## src/rtl/mem_stage.sv

```systemverilog
`default_nettype none
// ============================================================================
// Package : rv32i_types
// Purpose : Shared RV32I pipeline bundle types and load funct3 encodings.
// Revision: 1.0 - initial release
// ============================================================================
package rv32i_types;

  localparam logic [2:0] F3_LB  = 3'b000;
  localparam logic [2:0] F3_LH  = 3'b001;
  localparam logic [2:0] F3_LW  = 3'b010;
  localparam logic [2:0] F3_LBU = 3'b100;
  localparam logic [2:0] F3_LHU = 3'b101;

  typedef struct packed {
    logic       load_regfile;
    logic [4:0] rd;
    logic       dmem_read;
    logic       dmem_write;
    logic [2:0] funct3;
    logic [3:0] mem_byte_enable;
  } rv32i_ctrl_t;

  typedef struct packed {
    logic [31:0] pc;
    logic [31:0] alu_out;
    logic [31:0] rs2_out;
    logic [31:0] data_mdr;
  } rv32i_data_t;

  typedef struct packed {
    rv32i_ctrl_t ControlWord;
    rv32i_data_t DataWord;
  } rv32i_stage;

endpackage

// ============================================================================
// Module  : mem_stage
// Purpose : RV32I memory-access stage. Issues the data-memory request held in
//           EX/MEM, aligns store data / byte enables, extracts and extends
//           load data, and registers the bundle into MEM/WB. Stalls upstream
//           while an access is outstanding.
// Ports   : clk, rst_n (async, active-low)
//           ex_mem_i / ex_mem_valid_i      - EX/MEM bundle and valid
//           stall_o                        - freeze upstream pipeline
//           mem_wb_o / mem_wb_valid_o      - registered MEM/WB bundle
//           dmem_read_o / dmem_write_o     - registered memory request
//           dmem_address_o / dmem_wdata_o / dmem_mbe_o
//           dmem_rdata_i / dmem_resp_i     - memory response
// Revision: 1.0 - initial release
// ============================================================================
module mem_stage
  import rv32i_types::*;
(
  input  logic        clk,
  input  logic        rst_n,
  input  rv32i_stage  ex_mem_i,
  input  logic        ex_mem_valid_i,
  output logic        stall_o,
  output rv32i_stage  mem_wb_o,
  output logic        mem_wb_valid_o,
  output logic        dmem_read_o,
  output logic        dmem_write_o,
  output logic [31:0] dmem_address_o,
  output logic [31:0] dmem_wdata_o,
  output logic [3:0]  dmem_mbe_o,
  input  logic [31:0] dmem_rdata_i,
  input  logic        dmem_resp_i
);

  localparam logic [0:0] S_IDLE   = 1'b0;
  localparam logic [0:0] S_ACCESS = 1'b1;

  logic [0:0]  r_state;
  logic [0:0]  w_state_next;

  logic        w_is_mem;
  logic        w_resp_hit;
  logic [1:0]  w_off;
  logic [31:0] w_rdata_shift;
  logic [15:0] w_half;
  logic [31:0] w_load_data;
  rv32i_stage  w_wb_done;
  logic        w_stall;

  rv32i_stage  r_mem_wb;
  logic        r_mem_wb_valid;
  logic        r_read;
  logic        r_write;
  logic [31:0] r_address;
  logic [31:0] r_wdata;
  logic [3:0]  r_mbe;

  assign w_is_mem   = ex_mem_valid_i &
                      (ex_mem_i.ControlWord.dmem_read | ex_mem_i.ControlWord.dmem_write);
  assign w_off      = ex_mem_i.DataWord.alu_out[1:0];
  assign w_resp_hit = (r_state == S_ACCESS) & dmem_resp_i;

  // --------------------------------------------------------------------------
  // State register
  // --------------------------------------------------------------------------
  always_ff @(posedge clk or negedge rst_n) begin
    if (!rst_n) begin
      r_state <= S_IDLE;
    end else begin
      r_state <= w_state_next;
    end
  end

  // --------------------------------------------------------------------------
  // Next-state logic
  // --------------------------------------------------------------------------
  always_comb begin
    w_state_next = r_state;
    case (r_state)
      S_IDLE:   if (w_is_mem)    w_state_next = S_ACCESS;
      S_ACCESS: if (dmem_resp_i) w_state_next = S_IDLE;
      default:                   w_state_next = S_IDLE;
    endcase
  end

  // --------------------------------------------------------------------------
  // Output logic: stall and load-data extraction
  // --------------------------------------------------------------------------
  always_comb begin
    // Upstream advances on the same edge that MEM/WB captures the result.
    w_stall       = w_is_mem & ~w_resp_hit;

    w_rdata_shift = dmem_rdata_i >> {w_off, 3'b000};
    // Halfword lane is picked by off[1] only; off[0] is deliberately ignored.
    w_half        = w_off[1] ? dmem_rdata_i[31:16] : dmem_rdata_i[15:0];

    case (ex_mem_i.ControlWord.funct3)
      F3_LB:   w_load_data = {{24{w_rdata_shift[7]}}, w_rdata_shift[7:0]};
      F3_LBU:  w_load_data = {24'h000000, w_rdata_shift[7:0]};
      F3_LH:   w_load_data = {{16{w_half[15]}}, w_half};
      F3_LHU:  w_load_data = {16'h0000, w_half};
      default: w_load_data = dmem_rdata_i;
    endcase

    // r_read already encodes "read and not write", so stores keep data_mdr.
    w_wb_done = ex_mem_i;
    if (r_read) begin
      w_wb_done.DataWord.data_mdr = w_load_data;
    end
  end

  // --------------------------------------------------------------------------
  // Request and MEM/WB registers
  // --------------------------------------------------------------------------
  always_ff @(posedge clk or negedge rst_n) begin
    if (!rst_n) begin
      r_mem_wb       <= '0;
      r_mem_wb_valid <= 1'b0;
      r_read         <= 1'b0;
      r_write        <= 1'b0;
      r_address      <= 32'h0;
      r_wdata        <= 32'h0;
      r_mbe          <= 4'h0;
    end else begin
      case (r_state)
        S_IDLE: begin
          if (w_is_mem) begin
            r_mem_wb_valid <= 1'b0;
            r_address      <= {ex_mem_i.DataWord.alu_out[31:2], 2'b00};
            r_wdata        <= ex_mem_i.DataWord.rs2_out << {w_off, 3'b000};
            r_mbe          <= ex_mem_i.ControlWord.mem_byte_enable << w_off;
            r_write        <= ex_mem_i.ControlWord.dmem_write;
            r_read         <= ex_mem_i.ControlWord.dmem_read &
                              ~ex_mem_i.ControlWord.dmem_write;
          end else begin
            r_mem_wb       <= ex_mem_i;
            r_mem_wb_valid <= ex_mem_valid_i;
          end
        end
        S_ACCESS: begin
          if (dmem_resp_i) begin
            r_read         <= 1'b0;
            r_write        <= 1'b0;
            r_mbe          <= 4'h0;
            r_mem_wb       <= w_wb_done;
            r_mem_wb_valid <= 1'b1;
          end else begin
            r_mem_wb_valid <= 1'b0;
          end
        end
        default: begin
          r_mem_wb_valid <= 1'b0;
        end
      endcase
    end
  end

  assign stall_o        = w_stall;
  assign mem_wb_o       = r_mem_wb;
  assign mem_wb_valid_o = r_mem_wb_valid;
  assign dmem_read_o    = r_read;
  assign dmem_write_o   = r_write;
  assign dmem_address_o = r_address;
  assign dmem_wdata_o   = r_wdata;
  assign dmem_mbe_o     = r_mbe;

endmodule
`default_nettype wire

```

## config.mk

```make
export PLATFORM = sky130hd
export DESIGN_NAME = mem_stage
export DESIGN_NICKNAME = d
export VERILOG_FILES = /design/src/rtl/mem_stage.sv
export SDC_FILE = /design/constraint.sdc
export NUM_CORES = 1
export LEC_CHECK = 0
export CORE_AREA = 2 2 152 154
export DETAILED_ROUTE_END_ITERATION = 6
export DIE_AREA = 0 0 154 156
export GPL_TIMING_DRIVEN = 0
export PLACE_DENSITY = 0.83
export SYNTH_ARGS = -nofsm -noshare
export SYNTH_HDL_FRONTEND = slang
export SYNTH_SLANG_ARGS = --single-unit
```

## constraint.sdc

```tcl
create_clock -name clk -period 3.5 [get_ports clk]
set_input_delay 0.35 -clock clk [delete_from_list [all_inputs] [get_ports clk]]
set_output_delay 0.35 -clock clk [all_outputs]
set_load 0.005 [all_outputs]
```

# ---- Word level (Yosys, flattened, before mapping)
# Cells that the tools add are included.
dict set report classes {
  shifts 3
  muxes 20
  eq_ne 6
  bitwise 8
  reduce_logical 4
}
# operator n
set op_table {}
lappend op_table {{143-bit 2-to-1 mux} 2}
lappend op_table {{143-bit one-hot mux with 2 select lines} 1}
lappend op_table {{32-bit one-hot mux with 4 select lines} 1}
lappend op_table {{32-bit 2-to-1 mux} 1}
lappend op_table {{32-bit by 5-bit << shifter with 32-bit output} 1}
lappend op_table {{32-bit by 5-bit >> shifter with 8-bit output} 1}
lappend op_table {{16-bit 2-to-1 mux} 1}
lappend op_table {{4-bit 2-to-1 mux} 2}
lappend op_table {{1-bit one-hot mux with 2 select lines} 4}
lappend op_table {{4-bit one-hot mux with 2 select lines} 1}
lappend op_table {{1-bit 2-to-1 mux} 7}
lappend op_table {{3-bit == test (second input constant)} 2}
lappend op_table {{2-bit != test (second input constant)} 3}
lappend op_table {{2-bit AND reduction} 3}
lappend op_table {{1-bit bitwise AND} 4}
lappend op_table {{4-bit by 2-bit << shifter with 4-bit output} 1}
lappend op_table {{3-bit by 1-bit == test with 1-bit output (second input constant)} 1}
lappend op_table {{3-bit zero test} 1}
lappend op_table {{1-bit inverter} 3}
lappend op_table {{1-bit OR} 1}
dict set report word_totals {
  inputBits 179
  ff_bits 213
}

# ---- Logic depth before layout (Yosys ltp)
# Gate-level depths: netlist (run 1).
dict set report depth {
  ltp_word 5
  ltp_mapped 7
  ltp_nobuf 5
}

# ---- Worst setup path before layout (run 1)
# OpenSTA, ideal clock, no wires.
dict set report synth_path {
  path_kind {input port to flip-flop}
  startpoint {in ex_mem_i[65] in the netlist's numbering}
  endpoint {reg r_mem_wb, in the netlist mem_wb_o[20]}
  cell_stages 6
  t_required_ns 3.374
  t_arrival_ns 1.726
  path_slack_ns 1.648
  path_buffers 2
  cell_sequence {buf_6 mux4_2 mux2_2 a21oi_4 buf_6 a211oi_1}
}
dict set report synth_between {
  elab_chain_len 5
  elab_cells_between_ends 6
}
# element line
set synth_lines {}
lappend synth_lines {{start: declaration} 58} ;# input rv32i_stage ex_mem_i,
lappend synth_lines {{32-bit by 5-bit >> shifter with 8-bit output / 16-bit 2-to-1 mux (equally long branches)} {130, 132}}
lappend synth_lines {{32-bit one-hot mux with 4 select lines (*)} 134} ;# case (ex_mem_i.ControlWord.funct3)
lappend synth_lines {{32-bit 2-to-1 mux (*)} 144} ;# if (r_read) begin
lappend synth_lines {{143-bit 2-to-1 mux (*)} 178} ;# if (dmem_resp_i) begin
lappend synth_lines {{143-bit one-hot mux with 2 select lines (*)} 162} ;# case (r_state)
lappend synth_lines {{end signal: assignment} 173} ;# r_mem_wb <= ex_mem_i;
lappend synth_lines {{end signal: assignment} 182} ;# r_mem_wb <= w_wb_done;
lappend synth_lines {{end: declaration} 87} ;# rv32i_stage r_mem_wb;
# Every way passes the cells marked *; elsewhere a longest branch is shown, timed or not. The select of a mux whose other input is x is not followed.
# A chain may end at the register's enable or synchronous reset.

# ---- Final worst setup path (run 1)
dict set report layout_path {
  startpoint {reg r_state}
  endpoint {out stall_o}
}
dict set report layout_between {
  elab_chain_len 3
}
# element line
set layout_lines {}
lappend layout_lines {{start: declaration} 75} ;# logic [0:0] r_state;
lappend layout_lines {{start signal: assignment} 107} ;# r_state <= w_state_next;
lappend layout_lines {{1-bit bitwise AND} 98} ;# assign w_resp_hit = (r_state == S_ACCESS) & dmem_resp_i;
lappend layout_lines {{1-bit inverter} 128} ;# w_stall = w_is_mem & ~w_resp_hit;
lappend layout_lines {{1-bit bitwise AND} 128}
lappend layout_lines {{end: declaration} 60} ;# output logic stall_o,
# No other way between the ends.

==> results.cfg, run 1 <==
[global_route]
grt_usage_pct = 28.35
grtUsageMet1_pct = 33.96
grt_use_met2_pct = 49.01
first_global_vias = 9511
grt-ovfl-total = 0
grt_max_degree = 110
grt_util_met3_pct = 7.083
grt.busiest_layer = met2
grt_pass1_wl_um = 53330
antenna_found_initial = 0

[worst_setup_path]
crit_buf_inv = 2
crit_chain = clkbuf_1 > nand2_1 > and3_1 > clkdlybuf4s50_1
crit_path_end_kind = primary output
critPathArrivalTime_ns = 2.43
cpLargestDelayFamily = buffers and inverters
cp_max_fo = 10
cp.required_ns = 3.15
slowest_delay_ns = 0.49
start_kind = register
slowest_stage = clkdlybuf4s50_1
crit_type = register to primary output

[clock_tree]
clk_latency_ns = 0.52
cts_tree = done
cts_root_buffer = clkbuf_16
postCtsSetupRepairBufs = 0
cts_buffer_depth = 3
h-tree-depth = 1
clkSlewWorstSetupHoldPaths_ns = 0.06
clock_sinks = 213
numCtsBuffers = 24

[sta]
fin_ws_ns = 0.7171
clock.fmax_ghz = 0.3593
clock_skew_ns = 0.01633
relSlewSlack_pct = 28.88
fin_crit_sh_pct = 79.51
rsz0062_at_grt = false
fin_tns_setup_ns = 0
fin_crit_ns = 2.783
finalSetupViolations = 0
slew_viol_final = 0
whs_ns = 0.2654
tightest_slew_ns = 1.064
final_hold_viol_count = 0

[job]
maxCapViolations = 0

[synth]
ys_seq_elements = 213
synthTopCellsByArea = dfrtp_1 57%, nand2_1 20%, mux2i_1 3.8%
yosys.area.top_type_share_pct = 57.12
ys_warn_count = 0
synth_enable_flop_cells = 0
synth_area_leader_cell = dfrtp_1
syn_inst = 1047
async_flop_share_pct = 100.0
yosysSeqAreaShare_pct = 57.12
avgSynthCellArea_sq_um = 8.913
synth.distinct_cells = 40
synth_top_flop_cell = dfrtp_1
netlist_area_sq_mm = 0.009331

[final_layout]
final_util_pct = 64.26
regArea_sq_mm = 0.005330
drive_gt1_share_pct = 4.263
fin_area_sq_mm = 0.01437
nNetsFinal = 1642
multi_input_area_sq_mm = 0.003685
fillCellCount = 1776
syn_to_final_growth_pct = 54.01
n_antenna_cell = 0

[hold_path]
hold_class = primary input to register

[routing]
drc = 0
vias_per_cell = 5.255
dr.pass1.iters = 5
routed_wl_um = 34850
initialDrtViolationCount = 615
antenna_left = 0
vias = 9265
wl_per_cell_um = 19.76

[die]
dieWidth_um = 154
initial_core_util_pct = 41.72
rows = 55
core-area_sq_mm = 0.02237
die_y_um = 156
io_pins = 394
design.die.area_sq_mm = 0.02402

[outcome]
status = finished clean

[place]
post_dp_cell_area_sq_mm = 0.01360
post-place-ws_ns = 0.2173
globalplace.congestion = 0.8968
numPortBuffers = 387
dp_hpwl_um = 25770

[power_and_ir_drop]
p_leak_nw = 6.712
powerDensity_mw_per_mm2 = 557.3
ir_drop_v = 0.0004689
[final cells by class]
class | count | area share (%)
Clock buffer | 33 | 4.841
Multi-Input combinational cell | 757 | 25.64
Sequential cell | 213 | 37.09
Inverter | 10 | 0.2612
Clock inverter | 8 | 0.4701
Tap cell | 285 | 2.481
Timing Repair Buffer | 389 | 27.25
Buffer | 68 | 1.968
[registers in the layout (all words and copies together) (netlist names)]
| signal | cells |
|---|---|
| mem_wb_o | 143 |
| dmem_wdata_o | 32 |
| dmem_address_o | 30 |
| dmem_mbe_o | 4 |
| dmem_read_o | 1 |
| dmem_write_o | 1 |
| mem_wb_valid_o | 1 |
| r_state | 1 |
[cell usage in the layout (no fill, tap or decap), types with 7 or more instances in the layout]
| cell type | count |
|---|---|
| o31ai_1 | 9 |
| clkbuf_1 | 58 |
| clkbuf_16 | 25 |
| a211oi_1 | 24 |
| o211ai_1 | 7 |
| nand3_1 | 15 |
| nor3_1 | 16 |
| o221ai_1 | 9 |
| a21oi_1 | 30 |
| inv_1 | 9 |
| a31oi_1 | 7 |
| o21ai_0 | 19 |
| o211a_1 | 7 |
| nor2b_1 | 10 |
| mux2i_1 | 35 |
| dfrtp_1 | 213 |
| a221oi_1 | 7 |
| clkdlybuf4s50_1 | 386 |
| nand2_1 | 493 |
| nor2_1 | 31 |
| mux2_2 | 10 |
[cell families (layout without fill, tap and decap cells)]
group | count (synthesis) | after routing | share of synthesized area (%)
simple gates | 583 | 583 | 24.71
mux | 46 | 46 | 5.203
other cells | 1 | 2 | 0.04019
compound gates | 126 | 126 | 9.493
buf+inv | 78 | 508 | 3.432
flops | 213 | 213 | 57.12
[routing by layer]
metal	vias to the layer above	share of wire [%]
met5	-	0
met4	0	4.1
met3	96	9.1
met2	492	49
met1	4430	38
li1	4247	-
[worst paths after layout]
check / from / end / slack (ns) / cells after the start
min reg2reg: mem_wb_o[97] / mem_wb_o[97] / 0.47 / 2
max reg2reg: r_state / mem_wb_o[140] / 0.78 / 7
min in group asynchronous: rst_n / mem_wb_o[44] / 0.47 / 2
min: ex_mem_i[132] / mem_wb_o[132] / 0.27 / 3
max in group asynchronous: rst_n / mem_wb_o[100] / 1.97 / 3
max: r_state / stall_o / 0.72 / 4
[stage by stage]
step / std cells / total power, mW
6_report: 1763 / 8.009
5_1_grt: 1763 / 8.388
4_1_cts: 1763 / 8.058
3_5_place_dp: 1721 / 5.566
3_3_place_gp: 1720 / 5.503
2_1_floorplan: 1048 / 3.976
[synthesized netlist by cell type, types with 9 or more instances]
library cell / instances
mux2i_1: 35
nor3_1: 16
a211oi_1: 24
dfrtp_1: 213
o21ai_0: 19
nand3_1: 15
nor2_1: 31
mux2_2: 10
a21oi_1: 30
clkbuf_1: 54
o221ai_1: 9
nor2b_1: 10
o31ai_1: 9
inv_1: 9
nand2_1: 493
[report_power, final]
group | internal [mW] | switching [mW]
sequential | 2.93 | 0.266
combinational | 1.28 | 1.06
clock | 1.45 | 1.02
total | 5.66 | 2.35
[worst register-to-register path, stage by stage (launching register included)]
cell and delay [ns]:
dfrtp_1 0.41, nor2b_1 0.34, a21oi_2 0.22, inv_2 0.20, clkbuf_1 0.69, clkbuf_1 0.58
nand2_1 0.12, nand2_1 0.09
[repair_timing]
action                    in CTS  in global routing
hold buffers                   1                  0
gates resized for setup        0                  0
hold endpoints to repair     104                  0
Power figures use the tool's default switching activity.
==> run 2, diff against run 1 <==
Settings changed: CORE_AREA 2 2 152 154 to default, CORE_MARGIN from default to 2, CORE_UTILIZATION from default to 39, DIE_AREA 0 0 154 156 to default, PLACE_DENSITY 0.83 to 0.81.
Clock period 3.5 ns to 2.4 ns, I/O delays scaled along.
==> run 2 against run 1 <==
Compared with the run above:
- cell count rose by 1.9%
- via count shrank 0.96%
- highest routed layer unchanged
- total power grew 51%
==> results.cfg, run 2 (synthesis results as in run 1) <==
[place]
globalplace.congestion = 0.8820
post_dp_cell_area_sq_mm = 0.01364
numPortBuffers = 387
dp_hpwl_um = 26260

[worst_setup_path]
start_kind = register
r2r_cells = 5
slowest_delay_ns = 0.52
crit_type = register to primary output
timing.rr.start = r_state
cp.required_ns = 2.16
r2r-end = mem_wb_o[9]
cp_max_fo = 10
crit_path_end_kind = primary output
r2r_slack_ns = 0.12
critPathArrivalTime_ns = 2.05
crit_chain = clkbuf_2 > nand2_2 > and3_1 > clkdlybuf4s50_1
slowest_stage = clkdlybuf4s50_1

[final_layout]
nNetsFinal = 1639
largest_register_ff_count = 143
fin_area_sq_mm = 0.01450
fillCellCount = 1923
layout_commonest_cell = nand2_1
mostFrequentLayoutCells = 492 x nand2_1, 386 x clkdlybuf4s50_1, 213 x dfrtp_1
drive_gt1_share_pct = 4.604
syn_to_final_growth_pct = 55.40

[die]
io_pins = 394
die_y_um = 158.7
initial_core_util_pct = 39.75
core-area_sq_mm = 0.02347
dieWidth_um = 158.7
design.die.area_sq_mm = 0.02518
rows = 56

[hold_path]
worstHoldEndpoint = mem_wb_o[132]
holdCritStartpoint = ex_mem_i[132]
hold_depth = 3
hold_class = primary input to register

[job]
maxCapViolations = 0

[global_route]
antenna_found_initial = 1
grt_usage_pct = 27.19
first_global_vias = 9442
grt_max_degree = 113
grt_pass1_wl_um = 52190
grt-ovfl-total = 0

[sta]
rsz0062_at_grt = false
slew_viol_final = 0
relSlewSlack_pct = 37.92
clock_skew_ns = 0.01145
clock.fmax_ghz = 0.4361
fin_crit_sh_pct = 95.55
whs_ns = 0.1933
tightest_slew_ns = 0.9291
fin_crit_ns = 2.293
finalSetupViolations = 0
final_hold_viol_count = 0

[routing]
dr.pass1.iters = 5
wl_per_cell_um = 19.65
drc = 0
vias = 9176
vias_per_cell = 5.106
initialDrtViolationCount = 564
antenna_left = 0
routed_wl_um = 35310

[clock_tree]
numCtsBuffers = 23
clk_latency_ns = 0.52
cts_buffer_depth = 3
clock_sinks = 213
cts_root_buffer = clkbuf_16
h-tree-depth = 1
cts_tree = done
clkSlewWorstSetupHoldPaths_ns = 0.07

[power_and_ir_drop]
p_leak_nw = 6.755
ir_drop_v = 0.0006555
powerDensity_mw_per_mm2 = 832.0
fin_total_pwr_mw = 12.07

[outcome]
status = finished clean
==> run 2: area by class of cell <==
type                            count  area, sq um  share of cell area, %
Multi-Input combinational cell    757         3687                  25.43
Antenna cell                        1        2.502                0.01726
Sequential cell                   213         5330                  36.76
Clock buffer                       33        673.1                  4.642
Tap cell                          319        399.1                  2.752
Clock inverter                      9        176.4                  1.217
Timing Repair Buffer              389         3916                  27.01
Inverter                           10        37.54                 0.2588
Buffer                             66        279.0                  1.924
==> run 2: critical path, delay by kind of cell (launching register included) <==
kind	cells	cell delay [ns]
buffers and inverters	2	0.74
AND/OR/NAND/NOR	2	0.38
flip-flops	1	0.41
==> run 2: what timing repair did <==
item	CTS	global route
setup endpoints to repair	92	12
hold buffers	1	0
buffers inserted	0	0
gates cloned	0	0
endpoints found under the hold margin	101	0
gates resized for setup	3	1
==> run 2: routing by layer <==
metal	vias to the layer above	wire length [um]	track usage (%)
met4	0	1543	12.61
li1	4246	-	-
met2	466	16950	45.52
met1	4358	13100	31.88
met3	106	3710	8.574
met5	-	0	0
==> run 2: stage by stage <==
step	TNS (ns)	utilization (%)	std cells	setup slack [ns]
floorplan	0	-	1048	0.6581
global placement	-1774.35	57.97	1754	-8.104
CTS	0	61.78	1797	0.09106
finish	0	61.78	1797	0.1068
detailed placement	-58.79	58.11	1755	-0.6603
global route	0	61.78	1797	0.02135
==> run 2: worst max path at each step <==
stage | cells after the start | endpoint | from
after detailed placement | 8 | mem_wb_o[33] | ex_mem_valid_i
after global placement | 1 | mem_wb_o[109] | rst_n
after floorplan | 6 | mem_wb_o[20] | ex_mem_i[65]
after global routing | 5 | mem_wb_o[14] | r_state
after CTS | 4 | stall_o | r_state
final | 4 | stall_o | r_state
==> run 2: where the power goes <==
part	internal [mW]	switching, mW
Combinational	1.86	1.55
Clock	2.49	1.49
Sequential	4.27	0.403
